`config.mk`:
```
export PLATFORM = sky130hd
export DESIGN_NAME = alu_seq_ctrl
export DESIGN_NICKNAME = d
export VERILOG_FILES = /design/src/rtl/alu_seq_ctrl.sv
export SDC_FILE = /design/constraint.sdc
export NUM_CORES = 1
export LEC_CHECK = 0
export BUFFER_PORTS_ARGS = -buffer_cell sky130_fd_sc_hd__buf_2
export CORE_MARGIN = 3
export CORE_UTILIZATION = 30
export DETAILED_ROUTE_END_ITERATION = 8
export RECOVER_POWER = 50
export SYNTH_ARGS = -nofsm -noshare
export SYNTH_HDL_FRONTEND = slang
export SYNTH_SLANG_ARGS = --single-unit
```
`constraint.sdc`:
```
create_clock -name clk_i -period 11.5 [get_ports clk_i]
set_clock_uncertainty 0.1 [all_clocks]
set_input_delay 1.15 -clock clk_i [delete_from_list [all_inputs] [get_ports clk_i]]
set_output_delay 1.15 -clock clk_i [all_outputs]
set_load 0.01 [all_outputs]
```
`src/rtl/alu_seq_ctrl.sv`:
```
// Sequencing controller around the CPU ALU: valid/ready request in, single-cycle
// AND/OR/ADD/SUB or DATA_W-cycle shift-add MUL, result held until taken.
module alu_seq_ctrl #(
   parameter int unsigned DATA_W = 32
) (
   input  logic              clk_i,
   input  logic              rst_i,
   input  logic              req_valid_i,
   output logic              req_ready_o,
   input  logic [1:0]        ALUOp_i,
   input  logic [9:0]        funct_i,
   input  logic [DATA_W-1:0] src1_i,
   input  logic [DATA_W-1:0] src2_i,
   output logic              res_valid_o,
   input  logic              res_ready_i,
   output logic [DATA_W-1:0] result_o,
   output logic              zero_o,
   output logic              illegal_o,
   output logic              busy_o
);

   localparam int unsigned      CNT_W = (DATA_W > 1) ? $clog2(DATA_W) : 1;
   localparam logic [CNT_W-1:0] LAST  = CNT_W'(DATA_W - 1);

   typedef enum logic [1:0] {IDLE, EXEC, MUL, DONE} state_t;
   typedef enum logic [2:0] {OP_AND, OP_OR, OP_ADD, OP_SUB, OP_MUL, OP_NOP} op_t;

   state_t            state;
   op_t               dec_op;
   op_t               op_q;
   logic [DATA_W-1:0] a_q;
   logic [DATA_W-1:0] b_q;
   logic [DATA_W-1:0] acc_q;
   logic [CNT_W-1:0]  cnt_q;
   logic [DATA_W-1:0] result_q;
   logic              zero_q;
   logic              illegal_q;
   logic              ready_q;
   logic              valid_q;
   logic              busy_q;
   logic [DATA_W-1:0] exec_res;
   logic [DATA_W-1:0] mul_sum;

   always_comb begin
      dec_op = OP_NOP;
      case (ALUOp_i)
         2'b01:        dec_op = OP_SUB;
         2'b10, 2'b11: dec_op = OP_ADD;
         default: begin
            case (funct_i)
               10'b0000000111: dec_op = OP_AND;
               10'b0000000110: dec_op = OP_OR;
               10'b0000000000: dec_op = OP_ADD;
               10'b0100000000: dec_op = OP_SUB;
               10'b0000001000: dec_op = OP_MUL;
               default:        dec_op = OP_NOP;
            endcase
         end
      endcase
   end

   always_comb begin
      exec_res = '0;
      case (op_q)
         OP_AND:  exec_res = a_q & b_q;
         OP_OR:   exec_res = a_q | b_q;
         OP_ADD:  exec_res = a_q + b_q;
         OP_SUB:  exec_res = a_q - b_q;
         default: exec_res = '0;
      endcase
   end

   // One shift-add step: the final step's sum is the product, captured straight into result_q.
   assign mul_sum = acc_q + (b_q[0] ? a_q : '0);

   always_ff @(posedge clk_i) begin
      if (rst_i) begin
         state     <= IDLE;
         op_q      <= OP_NOP;
         a_q       <= '0;
         b_q       <= '0;
         acc_q     <= '0;
         cnt_q     <= '0;
         result_q  <= '0;
         zero_q    <= 1'b0;
         illegal_q <= 1'b0;
         ready_q   <= 1'b1;
         valid_q   <= 1'b0;
         busy_q    <= 1'b0;
      end else begin
         case (state)
            IDLE: begin
               if (req_valid_i) begin
                  a_q     <= src1_i;
                  b_q     <= src2_i;
                  op_q    <= dec_op;
                  acc_q   <= '0;
                  cnt_q   <= '0;
                  ready_q <= 1'b0;
                  busy_q  <= 1'b1;
                  state   <= (dec_op == OP_MUL) ? MUL : EXEC;
               end
            end
            EXEC: begin
               result_q  <= exec_res;
               zero_q    <= (exec_res == '0);
               illegal_q <= (op_q == OP_NOP);
               valid_q   <= 1'b1;
               state     <= DONE;
            end
            MUL: begin
               acc_q <= mul_sum;
               a_q   <= a_q << 1;
               b_q   <= b_q >> 1;
               cnt_q <= cnt_q + CNT_W'(1);
               if (cnt_q == LAST) begin
                  result_q  <= mul_sum;
                  zero_q    <= (mul_sum == '0);
                  illegal_q <= 1'b0;
                  valid_q   <= 1'b1;
                  state     <= DONE;
               end
            end
            DONE: begin
               if (res_ready_i) begin
                  illegal_q <= 1'b0;
                  valid_q   <= 1'b0;
                  busy_q    <= 1'b0;
                  ready_q   <= 1'b1;
                  state     <= IDLE;
               end
            end
            default: state <= IDLE;
         endcase
      end
   end

   assign req_ready_o = ready_q;
   assign res_valid_o = valid_q;
   assign busy_o      = busy_q;
   assign result_o    = result_q;
   assign zero_o      = zero_q;
   assign illegal_o   = illegal_q;

endmodule

```
Word level (Yosys, flattened, before mapping):

Cells that the tools add are included.

* bitwise logic cells: 2
* equality and inequality tests: 19
* multiplexer cells: 31
* reductions and logical operators: 16
* add/sub/neg operators: 4

Operators by type and width (number)
* case mux 32 bit (2 select lines): 4
* two-way mux 32 bit: 5
* case mux 32 bit (4 select lines): 1
* adder 32 bit: 2
* zero test 32 bit: 2
* AND 32 bit: 1
* bitwise OR 32 bit: 1
* subtractor 32 bit: 1
* equality test 10 x 3 -> 1 bit, second input constant: 2
* case mux 3 bit (5 select lines): 1
* equality test 10 x 4 -> 1 bit, second input constant: 1
* equality test 10 x 9 -> 1 bit, second input constant: 1
* zero test 10 bit: 1
* case mux 5 bit (2 select lines): 1
* AND reduction 3 bit: 3
* equality test 2 bit, second input constant: 4
* two-way mux 2 bit: 4
* case mux 2 bit (4 select lines): 1
* two-way mux 1 bit: 7
* equality test 3 x 2 -> 1 bit, second input constant: 2
* equality test 3 bit, second input constant: 2
* inequality test 2 bit, second input constant: 3
* case mux 1 bit (2 select lines): 3
* case mux 1 bit (3 select lines): 2
* other kinds (12): 17

* word-level logic and storage cells: 84
* register bits after elaboration: 143
* output and inout bits: 37
* bits of input ports: 80

Logic depth before layout (Yosys ltp):

Gate-level depths: netlist of the first run.

* word-level depth: 7
* depth in mapped cells: 23
* depth with buffers taken out: 21

Least setup slack after synthesis of the first run:

Ideal clock, no wire load.

* kind: register to register
* from: register b_q[2]
* to: register zero_q (netlist: zero_o)
* cell stages (with the launch flop): 21
* path buffers: 2
* setup time: 0.060 ns
* arrival: 4.419 ns
* data required time: 11.340 ns
* clock period less this slack: 4.579 ns
* setup slack: 6.921 ns
* cell sequence: dfxtp_1 -> buf_6 -> or4_4 -> nor4_4 -> nor3b_2 -> nand3b_1 -> or2_1 -> o41ai_1 -> xor2_1 -> ha_1 -> clkbuf_1 -> a21o_1 -> a21o_1 -> a211oi_1 -> o21ai_0 -> a221oi_1 -> xor2_1 -> o22ai_1 -> a211oi_1 -> nand3_1 -> nand2_1

* longest elaborated chain between the ends: 4
* elaborated cells between the ends (all ways): 7
* classes of those cells: add/sub: 2; mux: 2; bitwise: 2; reduce/logical: 1

RTL lines
* from (decl): RTL line 32 `logic [DATA_W-1:0] b_q;`
* from (signal assigned): RTL line 95 `b_q <= src2_i;`
* from (signal assigned): RTL line 114 `b_q <= b_q >> 1;`
* subtractor 32 bit, or another cell as far along: RTL line 68 `OP_SUB: exec_res = a_q - b_q;`
* case mux 32 bit (4 select lines) *: RTL line 64 `case (op_q)`
* zero test 32 bit *: RTL line 106 `zero_q <= (exec_res == '0);`
* case mux 1 bit (2 select lines) *: RTL line 91 `case (state)`
* to (signal assigned): RTL line 106
* to (signal assigned): RTL line 118 `zero_q <= (mul_sum == '0);`
* to (decl): RTL line 36 `logic zero_q;`

Every way passes the cells marked *; elsewhere a longest branch is shown, timed or not.
A chain may end at the register's enable or synchronous reset.

==> results of run 1 <==
-- registers in the layout (all words and copies together), names as in the netlist --
name / count
state: 2
b_q: 32
zero_o: 1
result_o: 32
acc_q: 32
a_q: 32
op_q: 3
res_valid_o: 1
req_ready_o: 1
busy_o: 1
cnt_q: 5
illegal_o: 1
-- power groups by stage --
stage,registers [µW],clock network [µW],logic (µW)
6_report,867,625,2010
3_5_place_dp,875,0,1990
5_1_grt,888,654,2220
4_1_cts,863,636,2000
2_1_floorplan,753,0,1530
3_3_place_gp,873,0,1980
-- logic make-up after synthesis --
family,Yosys count,share of synthesized area (%)
and+or+nand+nor,492,20.7
AOI/OAI and AO/OA,458,27.2
muxes,73,6.55
DFF,143,25.7
xor gates and xnor gates,74,5.81
adders and majority gates,88,9.64
buffers and inverters,128,4.44
-- worst register-to-register path, stage by stage, from the launching register on --
cell and delay (ns):
dfxtp_1 0.90, inv_1 0.44, nor2_1 0.33, and2_1 0.56, a21oi_1 0.12, xnor2_1 0.17
ha_1 0.34, a21o_1 0.19, nor3_1 0.41, a21oi_1 0.20, a211oi_1 0.51, or2_1 0.30
nor4_1 0.08, nor3_1 0.31, o2111ai_1 0.19, nor4_1 0.38, nand3_1 0.14, nand2_1 0.07
-- cells in the final DEF, fill, tap and decap left out, types with 9 or more instances in the layout --
cell type    n
mux2i_1     73
buf_2       78
xor2_1      27
xnor2_1     47
nand4_1     12
o22ai_1      9
nand2_1    101
or3_1       11
buf_4       12
a21oi_1    114
dfxtp_1    143
nand3_1     30
clkbuf_16   17
nor3_1      35
and2_1      37
a21o_1      43
maj3_1      16
o211ai_1    11
o21ai_0     64
ha_1        69
a211oi_1    89
nor2_1     201
a31oi_1     13
inv_1       29
nand2b_1    10
a22oi_1     32
nor4_1      12
clkbuf_1    39
-- per-layer routing --
layer  share of wire [%]  track usage [%]
met1                  48             27.2
met2                  43             28.9
met3                 6.1             3.01
met4                 2.7             6.27
met5                   0                0
-- area by class of cell --
type / instances / share of cell area, %
clock buffers: 19 / 3.57
clock inverters: 13 / 1.58
inverters: 30 / 0.888
multi-input cells: 1185 / 61.8
flip-flops and latches: 143 / 22.6
well taps: 468 / 4.62
repair buffers: 129 / 4.95
-- worst paths after layout --
kind	slack [ns]	end	startpoint
hold reg to reg	0.35	result_o[17]	result_o[17]
setup / recovery	5.21	zero_o	rst_i
setup reg to reg	5.71	zero_o	op_q[1]
hold / removal	0.35	result_o[17]	result_o[17]
-- metrics by stage --
step	worst slack, ns	hold slack, ns	cells
detailed placement	6.04	0.345	1955
floorplan	6.92	0.361	1456
CTS	5.94	0.355	1987
global route	4.75	0.386	1987
finish	5.21	0.353	1987
global placement	6.14	0.340	1955
==> reports/summary.md, run 1 <==
The total setup violations reported at the end of the flow was 0. The via count of the first global-routing pass came out at 10312. The area growth from synthesis to layout is 13.6%.

The critical path is of the in -> reg type. At the pin with the least slew margin, the transition time is 3.85 ns. The run gives 3500 µW as the post-route total power.

The total nets after synthesis is 1608. Among all flip-flop cells after synthesis, the most frequent one is dfxtp_1. For the worst setup path, the data required time is 11.73 ns. Setup repair after global routing left no endpoint under its margin. The tools report the number of hold-slack violations in the final timing report as 0.

Counting cells, the worst reg-to-reg path comes to 17. In this run the worst path has a maximum fanout of 83. In the final routed layout, each cell accounts on average for 19.2 µm.

The share of synthesized area in the top cell type comes to 25.7%. The area enclosed by the die boundary is 39600 µm². The initial antenna violation count came out at 0. The run gives 117 as the count of pins on the block boundary. The worst hold path was traced through 2 stages.

Counting along the longest clock path gives a buffer depth of 2. VDD sags by at most 0.000135 V. The post-synthesis cell type with the largest combined area is dfxtp_1.

Measured on the finished design, the core utilization comes to 34.6%. The filler cells instantiated in the layout total 3917. Count of TritonRoute iterations in the first routing pass: 5. The worst setup path is launched from a primary input. TritonCTS built the clock tree. The type of the tightest min-delay check is reg -> reg. The tool flagged a number of max-cap violations equal to 2. The flow ran to the end, but the final reports show violations. The share of the Yosys chip area taken by registers is 25.7%.

At the later pin of the worst-skew pair, clock insertion delay measures 0.44 ns. In the final layout, the share of cells above drive strength 1 is 9.87%. The total count of max-transition violations in the final report was 142; the internal power was 1770 µW. Counting distinct cell types in the post-synthesis netlist gives 74. The H-tree was split into 4 levels. On the worst path, the slowest cell contributes a delay of 2.83 ns. Summed over all layers, the global routing overflow is 0. The max-slew headroom at the worst pin was -157%; the first-iteration detailed-routing DRC count was 715.

Static timing analysis puts the maximum clock frequency at 0.159 GHz. The kind of cell with the highest combined delay along the critical path is buffers and inverters. Of the available clock period, the critical path in the final layout requires 54.7%. Sorting the synthesized cells by area gives the leading types as dfxtp_1, ha_1, nor2_1.

The routed design could run at a clock period as short as 6.29 ns. For this design the total switching power over the nets is 1730 µW. Once detail routing completed, the nets flagged for antenna violations numbered 0. By count the netlist is led by nor2_1, dfxtp_1, a21oi_1. The switching share of power was 49.4%; the number of buffers inserted during clock tree synthesis was 17. The congestion estimate from routability-driven global placement came to 0.904.

For the worst setup path, the data arrival time is 6.52 ns. Summing over every cut layer, the via total after detailed routing is 10956. Among the stages of the critical path, the cell type that occurs most often is clkbuf_1. The number of buffers inserted by hold repair at cts was 0. The endpoint class of the critical path is a register.

The power density over the cells is 276 nW/µm². In the routed design, unresolved DRC markers number 0. The final layout contains routed wiring with a total length of 38100 µm. The area used by multi-input combinational logic is 7840 µm², and the number of instances in the synthesized netlist is 1456. The cell with the largest stage delay on the worst path is clkbuf_1. Detailed placement ended at an HPWL of 28700 µm. Number of vias per cell: 5.51.

The antenna cell count was 0. The part of the total power dissipated in the clock network is 17.9%. The checks that failed: capacitance limit, slew limit. The number of gates resized after CTS was 0. Adding up every negative setup slack in the final design gives 0 ns.

The tree is rooted in a clkbuf_16. From left edge to right edge, the die measures 199 µm. The share of flip-flops with an asynchronous set or reset is 0%, and the critical path depth is 5. In this run the cell area of the synthesized design comes to 11200 µm².

Port buffering added 116 buffers. The critical path goes through clkbuf_1 > clkbuf_1 > nor3_1 > a41oi_1 > nand2_1. For the clock sink count, the log shows 143.

The leakage dissipation was 0.00509 µW. After floorplanning, the core was divided into 70 placement rows. Clock-pin transition on the worst setup and hold timing paths: 0.06 ns. Dividing the synthesized area by the synthesized cell count gives 7.67 µm². The most frequent cell after synthesis is nor2_1. The first global-routing pass estimated 59100 µm of wire. The instance area after placement came out at 12100 µm².

The number of flops mapped to enable cells by yosys was 0. The total non-filler cell area in the finished layout was 12700 µm²; the maximum number of pins on one net before global-route repair was 91. The sequential cells in the finished layout cover a total of 2860 µm². Of the total power, combinational logic draws 57.4%. The number of buffer and inverter stages on the critical path works out to 2. The register bit count reported by yosys was 143; the part of the total power dissipated in sequential elements was 24.8%.

In the global route stage, overall resource usage came out at 18.9%. Once the floorplan was initialized, standard cells occupied 30.5% of the core. The final-stage net count is 1658, and the total number of yosys warnings is 0. The die is 199 µm tall. The number of buffers added for setup after CTS was 0; the area of the placeable core was 36600 µm².
Note: power is estimated with default switching activity, not from simulation.
==> run 2, diff against run 1 <==
==> constraint.sdc (replaced) <==
create_clock -name clk_i -period 6.3 [get_ports clk_i]
set_clock_uncertainty 0.1 [all_clocks]
set_input_delay 0.63 -clock clk_i [delete_from_list [all_inputs] [get_ports clk_i]]
set_output_delay 0.63 -clock clk_i [all_outputs]
set_load 0.01 [all_outputs]
==> run 2 against run 1 <==
The run still ends with capacitance limit, slew limit left. Non-clock buffer count is 1 higher. Die area stayed put. Combinational power is 82% higher. Cell count is 0.10% lower. Setup slack worse by 4.3 ns. Clock-buffer cell count is 1 lower. Highest routed layer unchanged. First-iteration DRC count is 14% higher. Register-to-register slack worse by 4.8 ns.
==> reports/summary.md, run 2 (synthesis gave the netlist of run 1 again) <==
In the layout the commonest cells are nor2_1, dfxtp_1, a21oi_1. The tools report the setup slack after placement as 1.18 ns (-4.86 ns). The placer congestion estimate came out at 0.954 (+5.6%). The worst hold path belongs to the class in -> reg. The switching power is 3100 µW (+79%). The power density over the cells came out at 497 nW/µm² (+80%). The checks that failed: capacitance limit, slew limit.

The tools report the fraction of power consumed by combinational cells as 58.7% (+1.3 points). The endpoint class of the critical path is a register. The average routed wire per standard cell works out to 19.1 µm (-0.52%).

The part of the total power dissipated in the clock network was 16.1% (-1.8 points). Setup repair after global routing left no endpoint under its margin. The final design utilization was 34.3% (-0.32 points); the total instance count after detailed placement was 1956 (+0.051%). The logs give 0.00503 µW (-1.2%) for the leakage dissipation and 28400 µm (-0.80%) for the HPWL reported at the end of detailed placement. The clock-pin transition on the worst setup and hold timing paths was 0.06 ns (about the same).

The number of buffers inserted by hold repair at cts was 0 (unchanged); the switching share of power was 49.8% (+0.34 points). The run gives 0.927 ns (-4.28 ns) as the worst setup slack after layout. The count of antenna-violating nets left after detailed routing came out at 0 (unchanged). In this run the critical register-to-register path is captured at acc_q[17]. The clock sink count came out at 143 (unchanged). The run gives 818 (+14%) as the first-iteration detailed-routing DRC count. The most critical setup path has its startpoint at state[0]. Antenna cell count: 0 (unchanged). The flow ran to the end, but the final reports show violations.

CTS root buffer: clkbuf_16. The largest individual stage delay along the critical path comes from the cell clkbuf_1. The global-route wire length before repair was 58900 µm (-0.44%); the largest fanout on the critical path was 64 (-23%). Following the worst setup path forward leads to its endpoint at acc_q[17]. The leading cell type in the layout, fill and taps excluded is nor2_1.

TritonCTS built the clock tree. Critical path class: reg -> reg. The reg2reg setup slack was 0.93 ns (-4.78 ns); the via count of the first global-routing pass was 10296 (-0.16%). The count of pins on the block boundary is 117 (unchanged).

For the max-slew headroom at the worst pin, the log shows -122% (+35 points). The clock insertion delay at the later pin of the skew report is 0.44 ns (about the same). The startpoint of the most critical register-to-register path is state[0].

The overall routed net length came out at 37900 µm (-0.62%). The post-route DRC violation count is 0 (unchanged). The height of the chip was 199 µm (unchanged); the critical path data arrival time was 5.58 ns (-0.94 ns).

The width of the die was 199 µm (unchanged); the number of port buffers was 116 (unchanged). Part of the total power dissipated in sequential elements: 25.2% (+0.4 points). The ratio of cells with drive above 1 in the final layout was 9.49% (-0.38 points); the total via count in the routed design was 10976 (+0.18%). The kind of start point of the critical path is a register. The initial antenna violation count is 0 (unchanged).

The logs give 17 (unchanged) for the number of buffers inserted during clock tree synthesis and 143 (+0.70%) for the total count of max-transition violations in the final report. The final period utilization was 85.3%; the max-capacitance violation count was 4 (+2). The tools report the required time at the endpoint of the critical path as 6.50 ns (-5.23 ns).

The logs give 18.9% (-0.062 points) for the overall track demand over capacity in global routing and 39600 µm² (unchanged) for the area enclosed by the die boundary. The run gives 0 (unchanged) as the number of hold-slack violations in the final timing report. Tightest hold margin: 0.340 ns (-0.0131 ns). The maximum root-to-sink buffer count is 2 (unchanged), and the H-tree depth is 4 (unchanged).

The total negative slack for setup checks came out at 0 ns (unchanged). The logs give 5 (unchanged) for the count of TritonRoute iterations in the first routing pass and 3898 (-0.49%) for the number of fill cells in the layout. The number of buffers added for setup after CTS is 0 (unchanged). Based on the critical path, the design can be clocked at up to 0.186 GHz.

The initial core utilization was 30.5% (unchanged). Total setup violations reported at the end of the flow: 0 (unchanged). The transition at the pin with the smallest max-transition slack came out at 3.33 ns (-0.518 ns).

The register area came out at 2860 µm² (unchanged). The number of resized instances in the post-cts repair step was 0 (unchanged). For the maximum number of pins on one net before global-route repair, the log shows 85 (-6.6%). The largest stage delay on the critical path was 2.41 ns (-0.42 ns); the floorplan row count was 70 (unchanged). The area of the placeable core was 36600 µm² (unchanged). The run gives 7820 µm² (-0.14%) as the area used by multi-input combinational logic. The non-filler instance count after layout is 1985 (-0.10%), and the total overflow reported by the global router is 0 (unchanged). The worst path in the final design needs a cycle of 5.37 ns, including I/O delays and setup. The area added between synthesis and finish was 12.5%. The run gives 0.000234 V (+73%) as the worst vdd rail ir drop. The internal power was 3130 µW (+77%); the final-stage net count was 1659 (+0.060%). Number of vias per cell: 5.53 (+0.28%).

The number of cells traversed by the worst register-to-register path was 7 (-10). Walking the worst path, the cells encountered are inv_1 > ha_4 > clkbuf_1 > o21ai_2 > clkbuf_2 > o2bb2a_1 > nor2_1.
==> run 2: worst min-delay path by stage <==
stage,depth (start not counted),endpoint,slack (ns),from
2_1_floorplan,2,acc_q[14],0.36,acc_q[14]
3_3_place_gp,2,result_o[15],0.34,result_o[15]
3_5_place_dp,2,result_o[14],0.34,result_o[14]
4_1_cts,3,b_q[31],0.33,src2_i[31]
5_1_grt,3,b_q[31],0.34,src2_i[31]
6_report,3,b_q[31],0.34,src2_i[31]
==> run 2: routing by layer <==
metal,wire length (µm),GRT usage [%]
met1,18400,27.5
met2,16400,28.5
met3,2160,3.10
met4,890,5.96
met5,0,0
==> run 2: cell type report <==
cell class	count	area share (%)
clock inverter	11	0.956
tap	468	4.66
clock buffer	18	3.42
timing repair buffer	130	4.97
sequential	143	22.8
multi-input combinational	1185	62.3
inverter	30	0.897
==> run 2: critical path: cells and delay by family, from the launching register on <==
family | cells | cell delay (ns)
flops | 1 | 0.33
compound gates | 2 | 0.85
fa+ha+maj | 1 | 0.72
buf+inv | 3 | 3.14
simple gates | 1 | 0.04
==> run 2: power groups by stage <==
stage,Sequential (µW),Combinational (µW),Clock [µW]
floorplan,1370,2800,0
global placement,1580,3580,0
detailed placement,1580,3600,0
CTS,1560,3630,1020
global route,1610,4080,1050
finish,1570,3660,1000
==> run 2: per-stage QoR <==
| stage | total power, µW | area, µm² |
|---|---|---|
| CTS | 6210 | 12600 |
| global route | 6740 | 12600 |
| global placement | 5160 | 12100 |
| finish | 6240 | 12600 |
| detailed placement | 5180 | 12100 |
| floorplan | 4170 | 11200 |
